## src/rtl/ddr3_pkg.sv

```systemverilog
// Shared definitions for the two-port DDR3 request arbiter: FSM encoding and
// port-index / request-ID width constants.
package ddr3_pkg;
    typedef enum logic [1:0] {
        ST_IDLE = 2'd0,
        ST_REQ  = 2'd1,
        ST_WDAT = 2'd2
    } state_t;

    localparam int PORT_IDX_W = 1;
    localparam int DEF_REQID  = 4;
endpackage

```

## src/rtl/ddr3_rr_arb2.sv

```systemverilog
// Two-input arbiter: round-robin on ties, or fixed priority to input 0 when
// DDR3_ARB_FIXED_PRIO_EN is defined.
module ddr3_rr_arb2
    import ddr3_pkg::*;
(
    input  logic       clock,
    input  logic       reset,
    input  logic [1:0] i_req,
    input  logic       i_take,
    output logic       o_grant,
    output logic       o_any
);
    assign o_any = |i_req;

`ifdef DDR3_ARB_FIXED_PRIO_EN
    logic w_unused;
    assign w_unused = &{1'b0, clock, reset, i_take};
    assign o_grant  = ~i_req[0];
`else
    logic r_last_grant;

    always_ff @(posedge clock) begin
        if (reset)
            r_last_grant <= 1'b1;
        else if (i_take)
            r_last_grant <= o_grant;
    end

    // On a tie the port that did not win last time goes first.
    always_comb begin
        if (&i_req)
            o_grant = ~r_last_grant;
        else
            o_grant = ~i_req[0];
    end
`endif
endmodule

```

## src/rtl/ddr3_mem_arbiter.sv

```systemverilog
// Two-port DDR3 request/write arbiter with ID-routed read responses.
// Optional: DDR3_ARB_FIXED_PRIO_EN selects fixed priority instead of round-robin.
//   state   | meaning
//   ST_IDLE | waiting for a pending request, arbitrate
//   ST_REQ  | granted request mirrored downstream until accepted
//   ST_WDAT | write beats of the granted port forwarded until last
module ddr3_mem_arbiter
    import ddr3_pkg::*;
#(
    parameter int WIDTH = 32,
    parameter int MASKS = WIDTH / 8,
    parameter int ADDRS = 32,
    parameter int REQID = DEF_REQID
) (
    input  logic             clock,
    input  logic             reset,
    input  logic             req0_store_i,
    input  logic             req0_fetch_i,
    output logic             req0_accept_o,
    input  logic [ADDRS-1:0] req0_addr_i,
    input  logic [REQID-1:0] req0_id_i,
    input  logic             req0_wvalid_i,
    output logic             req0_wready_o,
    input  logic             req0_wlast_i,
    input  logic [MASKS-1:0] req0_wmask_i,
    input  logic [WIDTH-1:0] req0_wdata_i,
    output logic             req0_rvalid_o,
    input  logic             req0_rready_i,
    output logic             req0_rlast_o,
    output logic [REQID-1:0] req0_rid_o,
    output logic [WIDTH-1:0] req0_rdata_o,
    input  logic             req1_store_i,
    input  logic             req1_fetch_i,
    output logic             req1_accept_o,
    input  logic [ADDRS-1:0] req1_addr_i,
    input  logic [REQID-1:0] req1_id_i,
    input  logic             req1_wvalid_i,
    output logic             req1_wready_o,
    input  logic             req1_wlast_i,
    input  logic [MASKS-1:0] req1_wmask_i,
    input  logic [WIDTH-1:0] req1_wdata_i,
    output logic             req1_rvalid_o,
    input  logic             req1_rready_i,
    output logic             req1_rlast_o,
    output logic [REQID-1:0] req1_rid_o,
    output logic [WIDTH-1:0] req1_rdata_o,
    output logic             mem_store_o,
    output logic             mem_fetch_o,
    input  logic             mem_accept_i,
    output logic [ADDRS-1:0] mem_addr_o,
    output logic [REQID:0]   mem_req_id_o,
    output logic             mem_valid_o,
    input  logic             mem_ready_i,
    output logic             mem_last_o,
    output logic [MASKS-1:0] mem_wrmask_o,
    output logic [WIDTH-1:0] mem_wrdata_o,
    input  logic             mem_valid_i,
    output logic             mem_ready_o,
    input  logic             mem_last_i,
    input  logic [REQID:0]   mem_resp_id_i,
    input  logic [WIDTH-1:0] mem_rddata_i
);
    state_t                r_state;
    state_t                w_next;
    logic [PORT_IDX_W-1:0] r_grant;
    logic                  w_arb_grant, w_arb_any, w_take;
    logic                  w_g_store, w_g_fetch, w_g_wvalid, w_g_wlast;
    logic                  w_in_req, w_in_wdat, w_mem_acc, w_beat_last, w_rsel;

    ddr3_rr_arb2 u_arb (
        .clock   (clock),
        .reset   (reset),
        .i_req   ({req1_store_i | req1_fetch_i, req0_store_i | req0_fetch_i}),
        .i_take  (w_take),
        .o_grant (w_arb_grant),
        .o_any   (w_arb_any)
    );

    assign w_g_store  = r_grant[0] ? req1_store_i  : req0_store_i;
    assign w_g_fetch  = r_grant[0] ? req1_fetch_i  : req0_fetch_i;
    assign w_g_wvalid = r_grant[0] ? req1_wvalid_i : req0_wvalid_i;
    assign w_g_wlast  = r_grant[0] ? req1_wlast_i  : req0_wlast_i;

    assign w_take      = (r_state == ST_IDLE) && w_arb_any;
    assign w_in_req    = !reset && (r_state == ST_REQ);
    assign w_in_wdat   = !reset && (r_state == ST_WDAT);
    assign w_mem_acc   = mem_accept_i && (w_g_store || w_g_fetch);
    assign w_beat_last = w_g_wvalid && mem_ready_i && w_g_wlast;

    always_ff @(posedge clock) begin
        if (reset) begin
            r_state <= ST_IDLE;
            r_grant <= '0;
        end else begin
            r_state <= w_next;
            if (w_take)
                r_grant <= w_arb_grant;
        end
    end

    // A request dropped while mirrored falls back to IDLE without an accept.
    always_comb begin
        w_next = r_state;
        case (r_state)
            ST_IDLE: if (w_arb_any) w_next = ST_REQ;
            ST_REQ: begin
                if (w_mem_acc)
                    w_next = w_g_store ? ST_WDAT : ST_IDLE;
                else if (!w_g_store && !w_g_fetch)
                    w_next = ST_IDLE;
            end
            ST_WDAT: if (w_beat_last) w_next = ST_IDLE;
            default: w_next = ST_IDLE;
        endcase
    end

    always_comb begin
        mem_addr_o    = r_grant[0] ? req1_addr_i  : req0_addr_i;
        mem_req_id_o  = {r_grant, r_grant[0] ? req1_id_i : req0_id_i};
        mem_wrmask_o  = r_grant[0] ? req1_wmask_i : req0_wmask_i;
        mem_wrdata_o  = r_grant[0] ? req1_wdata_i : req0_wdata_i;
        mem_store_o   = w_in_req && w_g_store;
        mem_fetch_o   = w_in_req && w_g_fetch && !w_g_store;
        req0_accept_o = w_in_req && w_mem_acc && !r_grant[0];
        req1_accept_o = w_in_req && w_mem_acc &&  r_grant[0];
        mem_valid_o   = w_in_wdat && w_g_wvalid;
        mem_last_o    = w_in_wdat && w_g_wlast;
        req0_wready_o = w_in_wdat && mem_ready_i && !r_grant[0];
        req1_wready_o = w_in_wdat && mem_ready_i &&  r_grant[0];
    end

    // Read responses bypass the FSM; the top ID bit picks the port.
    assign w_rsel        = mem_resp_id_i[REQID];
    assign req0_rvalid_o = !reset && mem_valid_i && !w_rsel;
    assign req1_rvalid_o = !reset && mem_valid_i &&  w_rsel;
    assign req0_rlast_o  = !reset && mem_last_i  && !w_rsel;
    assign req1_rlast_o  = !reset && mem_last_i  &&  w_rsel;
    assign mem_ready_o   = !reset && (w_rsel ? req1_rready_i : req0_rready_i);
    assign req0_rid_o    = mem_resp_id_i[REQID-1:0];
    assign req1_rid_o    = mem_resp_id_i[REQID-1:0];
    assign req0_rdata_o  = mem_rddata_i;
    assign req1_rdata_o  = mem_rddata_i;
endmodule
```

## config.mk

```make
export PLATFORM = sky130hd
export DESIGN_NAME = ddr3_mem_arbiter
export DESIGN_NICKNAME = d
export VERILOG_FILES = /design/src/rtl/ddr3_pkg.sv /design/src/rtl/ddr3_rr_arb2.sv /design/src/rtl/ddr3_mem_arbiter.sv
export SDC_FILE = /design/constraint.sdc
export NUM_CORES = 1
export LEC_CHECK = 0
export ABC_AREA = 1
export CORE_AREA = 2 2 139 141
export DETAILED_ROUTE_END_ITERATION = 12
export DIE_AREA = 0 0 141 143
export SLEW_MARGIN = 40
export SYNTH_ARGS = -nofsm -noshare
export SYNTH_HDL_FRONTEND = slang
export SYNTH_HIERARCHICAL = 1
export SYNTH_SLANG_ARGS = --single-unit
```

## constraint.sdc

```tcl
create_clock -name clock -period 2.3 [get_ports clock]
set_input_delay 0.46 -clock clock [delete_from_list [all_inputs] [get_ports clock]]
set_output_delay 0.46 -clock clock [all_outputs]
set_load 0.02 [all_outputs]
```

Yosys cells after proc, flatten, opt, wreduce, memory -nomap -nowiden
Cells that the tools add are included.
{ "op_classes": {"n_mux": 16, "mul": 0, "bitwise_logic": 4, "shifts": 0, "n_addsub": 0, "div": 0, "n_eq_ne": 5, "reduce_logical": 35, "n_lt_le_gt_ge": 0} }
{ "op_table": {"columns": ["cell", "n"], "rows": [
  ["32-bit two-way mux", 2],
  ["1-bit logical AND", 25],
  ["2-bit two-way mux", 5],
  ["4-bit two-way mux", 2],
  ["1-bit two-way mux", 6],
  ["2-bit one-hot mux with 3 select lines", 1],
  ["1-bit logical NOT", 5],
  ["2-bit inequality test, second input constant", 2],
  ["3-bit by 2-bit inequality test with 1-bit output, second input constant", 1],
  ["3-bit AND reduction", 1],
  ["2-bit by 1-bit == test with 1-bit output, second input constant", 1],
  ["2-bit == test, second input constant", 1],
  ["2-bit logical NOT", 1],
  ["1-bit NOT", 2],
  ["1-bit OR", 2],
  ["2-bit AND reduction", 1],
  ["2-bit OR reduction", 1],
  ["1-bit logical OR", 1]
]} }
{ "word_totals": {"latchBits": 0, "rom_bits": 0, "memories": 0, "ramBits": 0, "reg_bits": 4, "input_bits": 197} }

Logic depth before layout (Yosys ltp)
{ "logic_depth": {"ltp_word": 6, "depth_mapped": 8} }

Modules after synthesis
Netlist, hierarchy kept.
{ "modules_own_cells": {"columns": ["mod", "cells_per_inst", "seq_area_each_um2", "n_inst", "area_each_um2"], "rows": [
  ["ddr3_mem_arbiter", 365, 60.1, 1, 1813.0],
  ["ddr3_rr_arb2", 9, 20.0, 1, 57.6]
]} }

Worst setup path after synthesis
OpenSTA, ideal clock, no wires.
{ "synth_path": {"path_kind": "input to output", "startpoint": "input port reset", "endpoint": "output port mem_fetch_o", "path_stages": 3, "path_slack_ns": 0.702, "path_buffers": 0, "arrival_ns": 1.138, "required_time_ns": 1.840, "path_cell_list": "inv_1 nand2_1 nor3_1"} }
{ "synth_via": {"elab_chain_cells": 4} }
{ "synth_lines": {"columns": ["item", "line", "text"], "rows": [
  ["from (decl)", "ddr3_mem_arbiter.sv:16", "input logic reset,"],
  ["1-bit logical NOT", "ddr3_mem_arbiter.sv:85", "assign w_in_req = !reset && (r_state == ST_REQ);"],
  ["1-bit logical AND", "ddr3_mem_arbiter.sv:85", null],
  ["1-bit logical AND (2 in series)", "ddr3_mem_arbiter.sv:123", "mem_fetch_o = w_in_req && w_g_fetch && !w_g_store;"],
  ["to (decl)", "ddr3_mem_arbiter.sv:48", "output logic mem_fetch_o,"]
]} }
Every way passes these cells.

Final worst setup path
{ "layout_path": {"startpoint": "register r_grant", "endpoint": "output port mem_addr_o[22]"} }
{ "layout_via": {"elab_chain_cells": 1} }
{ "layout_lines": {"columns": ["item", "line", "text"], "rows": [
  ["from (decl)", "ddr3_mem_arbiter.sv:65", "logic [PORT_IDX_W-1:0] r_grant;"],
  ["from (signal assigned)", "ddr3_mem_arbiter.sv:97", "r_grant <= w_arb_grant;"],
  ["32-bit two-way mux", "ddr3_mem_arbiter.sv:118", "mem_addr_o = r_grant[0] ? req1_addr_i : req0_addr_i;"],
  ["to (decl)", "ddr3_mem_arbiter.sv:50", "output logic [ADDRS-1:0] mem_addr_o,"]
]} }
Every way passes these cells.

==> impl_metrics.tcl <==
set metrics [dict create \
    cp-start-kind "flip-flop" \
    yosys.area_share.simple 0.534 \
    syn_inst 374 \
    worstMarginPinSlew_ps 248 \
    die_h_um 143 \
    gp_congestion 0.709 \
    syn2layout_area_growth_pct 122 \
    dp_hpwl_um 6970 \
    path_class "flip-flop to primary output" \
    io_buffers 246 \
    clk_path_buf_depth 2 \
    antenna_found_initial 0 \
    synth_compound_area_frac 0.0288 \
    relSlewSlack 0.834 \
    synth-seq-area-share 0.0428 \
    synthAdderAreaFrac 0 \
    worstHoldPathCells 4 \
    final_cell_mix "233 x nand2_1, 231 x clkdlybuf4s50_1, 11 x nor2_1, 11 x dlygate4sd2_1, 9 x inv_1" \
    mostFrequentLayoutCell "nand2_1" \
    required_ps 1840 \
    htreeDepth 1 \
    cp_max_fo 25 \
    cts_buffers 3 \
    start_util 0.101 \
    rsz0062_at_grt "false" \
    cts_tree "yes" \
    clk_latency_ps 220 \
    wirelength_um 8430 \
    core_um2 18600 \
    grt_overflow 0 \
    vias 2673 \
    dp_slack_ps -212 \
    num_rows 50 \
    fin_crit_ps 2200 \
    fin_skew_ps 2.23 \
    peakVddDrop_mv 0.458 \
    synth_top_family_by_area "simple AND/OR/NAND/NOR gates" \
    avgViaCountPerCell 3.43 \
    setup_violations 0 \
    grtUsageTotal 0.0728 \
    diodes 0 \
    synth-xor-area-share 0 \
    drt_pass1_iterations 4 \
    dieArea_um2 20200 \
    boundaryPins 355 \
    power.density_nw_per_um2 405 \
    setup_ws_ps 96.9 \
    finalHoldViolCount 0 \
    cp.arrival_ps 1740 \
    ant_nets 0 \
    postLayoutCoreUtil 0.224 \
    cts_sinks 4 \
    worst-r2r-cell-count 6 \
    finalCritPeriodShare 0.958 \
    avgRoutedWirePerCell_um 10.8 \
    postCtsSetupRepairBufs 0 \
    run_status "finished, final reports clean" \
    yosys.cell_types.count 18 \
    final_layout_size_suffix_gt1_frac 0.0458 \
    syn_nets 571 \
    yosys_register_bits 4 \
    nets 745 \
    grt_pass1_wl_um 12200 \
    synth_area_um2 1870 \
    p_total_mw 1.68 \
    cp-end-kind "primary output" \
    route.detailed.drc 0 \
    p_leak_nw 1.95 \
    synth_warnings 6 \
    hp-class "flip-flop to flip-flop" \
    cap_violations 0 \
    ctsHoldBuffers 0 \
    max_freq_ghz 0.454 \
    cts.reportedPaths.clkPinSlew_ps 30 \
    grt_max_degree 52 \
    die_w_um 141 \
    drt_iter0_drc 54 \
    first_global_vias 2409 \
    nFillCells 2080 \
    cts_root_buffer "clkbuf_16" \
    synth_mux_area_frac 0 \
    syn_area_per_cell_um2 5.00 \
    maxSlewViolCount 0 \
]
-- metal layers --
metal,vias up,routed length [um],GRT usage
met1,1080,3420,0.0833
met2,198,3640,0.118
met3,4,1360,0.0483
met5,-,0,0
li1,1391,-,-
met4,0,16,0.00737
-- registers in the layout (all words and copies together) (netlist names) --
register and flops:
u_arb/r_last_grant 1, r_state 2, r_grant 1
-- stage by stage --
stage,hold slack [ps],instances,setup TNS [ps],area (um^2)
after CTS,558,779,0,4120
after floorplan,508,374,0,1870
after detailed placement,548,776,-936,4060
after global routing,614,780,0,4150
after global placement,555,776,-901,4060
final,561,780,0,4150
-- layout make-up --
type	instances	area, um^2	area share
multi-input combinational	269	1050	0.253
tap	234	293	0.0705
inverter	11	48.8	0.0118
clock buffer	3	75.1	0.0181
timing repair buffer	259	2600	0.626
sequential	4	83.8	0.0202
-- cell usage after synthesis, drive strengths merged --
| cell | instances | area, um^2 |
|---|---|---|
| o21ai | 5 | 28.8 |
| nand2 | 235 | 887 |
| a21oi | 5 | 25.0 |
| or2 | 2 | 12.5 |
| nand3b | 1 | 7.51 |
| buf | 90 | 694 |
| nor2 | 11 | 41.3 |
| nand3 | 4 | 20.0 |
| nor3 | 6 | 30.0 |
| dfxtp | 4 | 80.1 |
| inv | 11 | 43.8 |
-- final timing paths --
check                           from                 end  slack (ps)
setup / recovery             r_grant      mem_addr_o[22]         100
hold / removal    u_arb/r_last_grant  u_arb/r_last_grant         560
setup reg to reg             r_grant          r_state[1]        1130
hold reg to reg   u_arb/r_last_grant  u_arb/r_last_grant         560
-- critical path, stage by stage (launching register included) --
cell and delay, ps:
dfxtp_4 400, inv_8 170, buf_12 190, nand2_1 90, nand2_1 70, clkdlybuf4s50_1 590
-- logic make-up (layout without fill, tap and decap cells) --
| logic type | after synthesis | in the layout |
|---|---|---|
| AND/OR/NAND/NOR | 259 | 259 |
| buffers and inverters | 101 | 273 |
| AO/OA/AOI/OAI | 10 | 10 |
| flip-flops | 4 | 4 |
-- what timing repair did --
| item | in CTS | in global routing |
|---|---|---|
| hold endpoints to repair | 0 | 0 |
| gates cloned | 0 | 1 |
| gates resized for setup | 14 | 9 |
| setup endpoints to repair | 21 | 41 |
-- report_power, final --
part / internal [mW] / switching, mW
logic: 0.691 / 0.626
registers: 0.0789 / 0.0150
clock network: 0.222 / 0.0489
total: 0.992 / 0.690
Note: power is estimated with default switching activity, not from simulation.
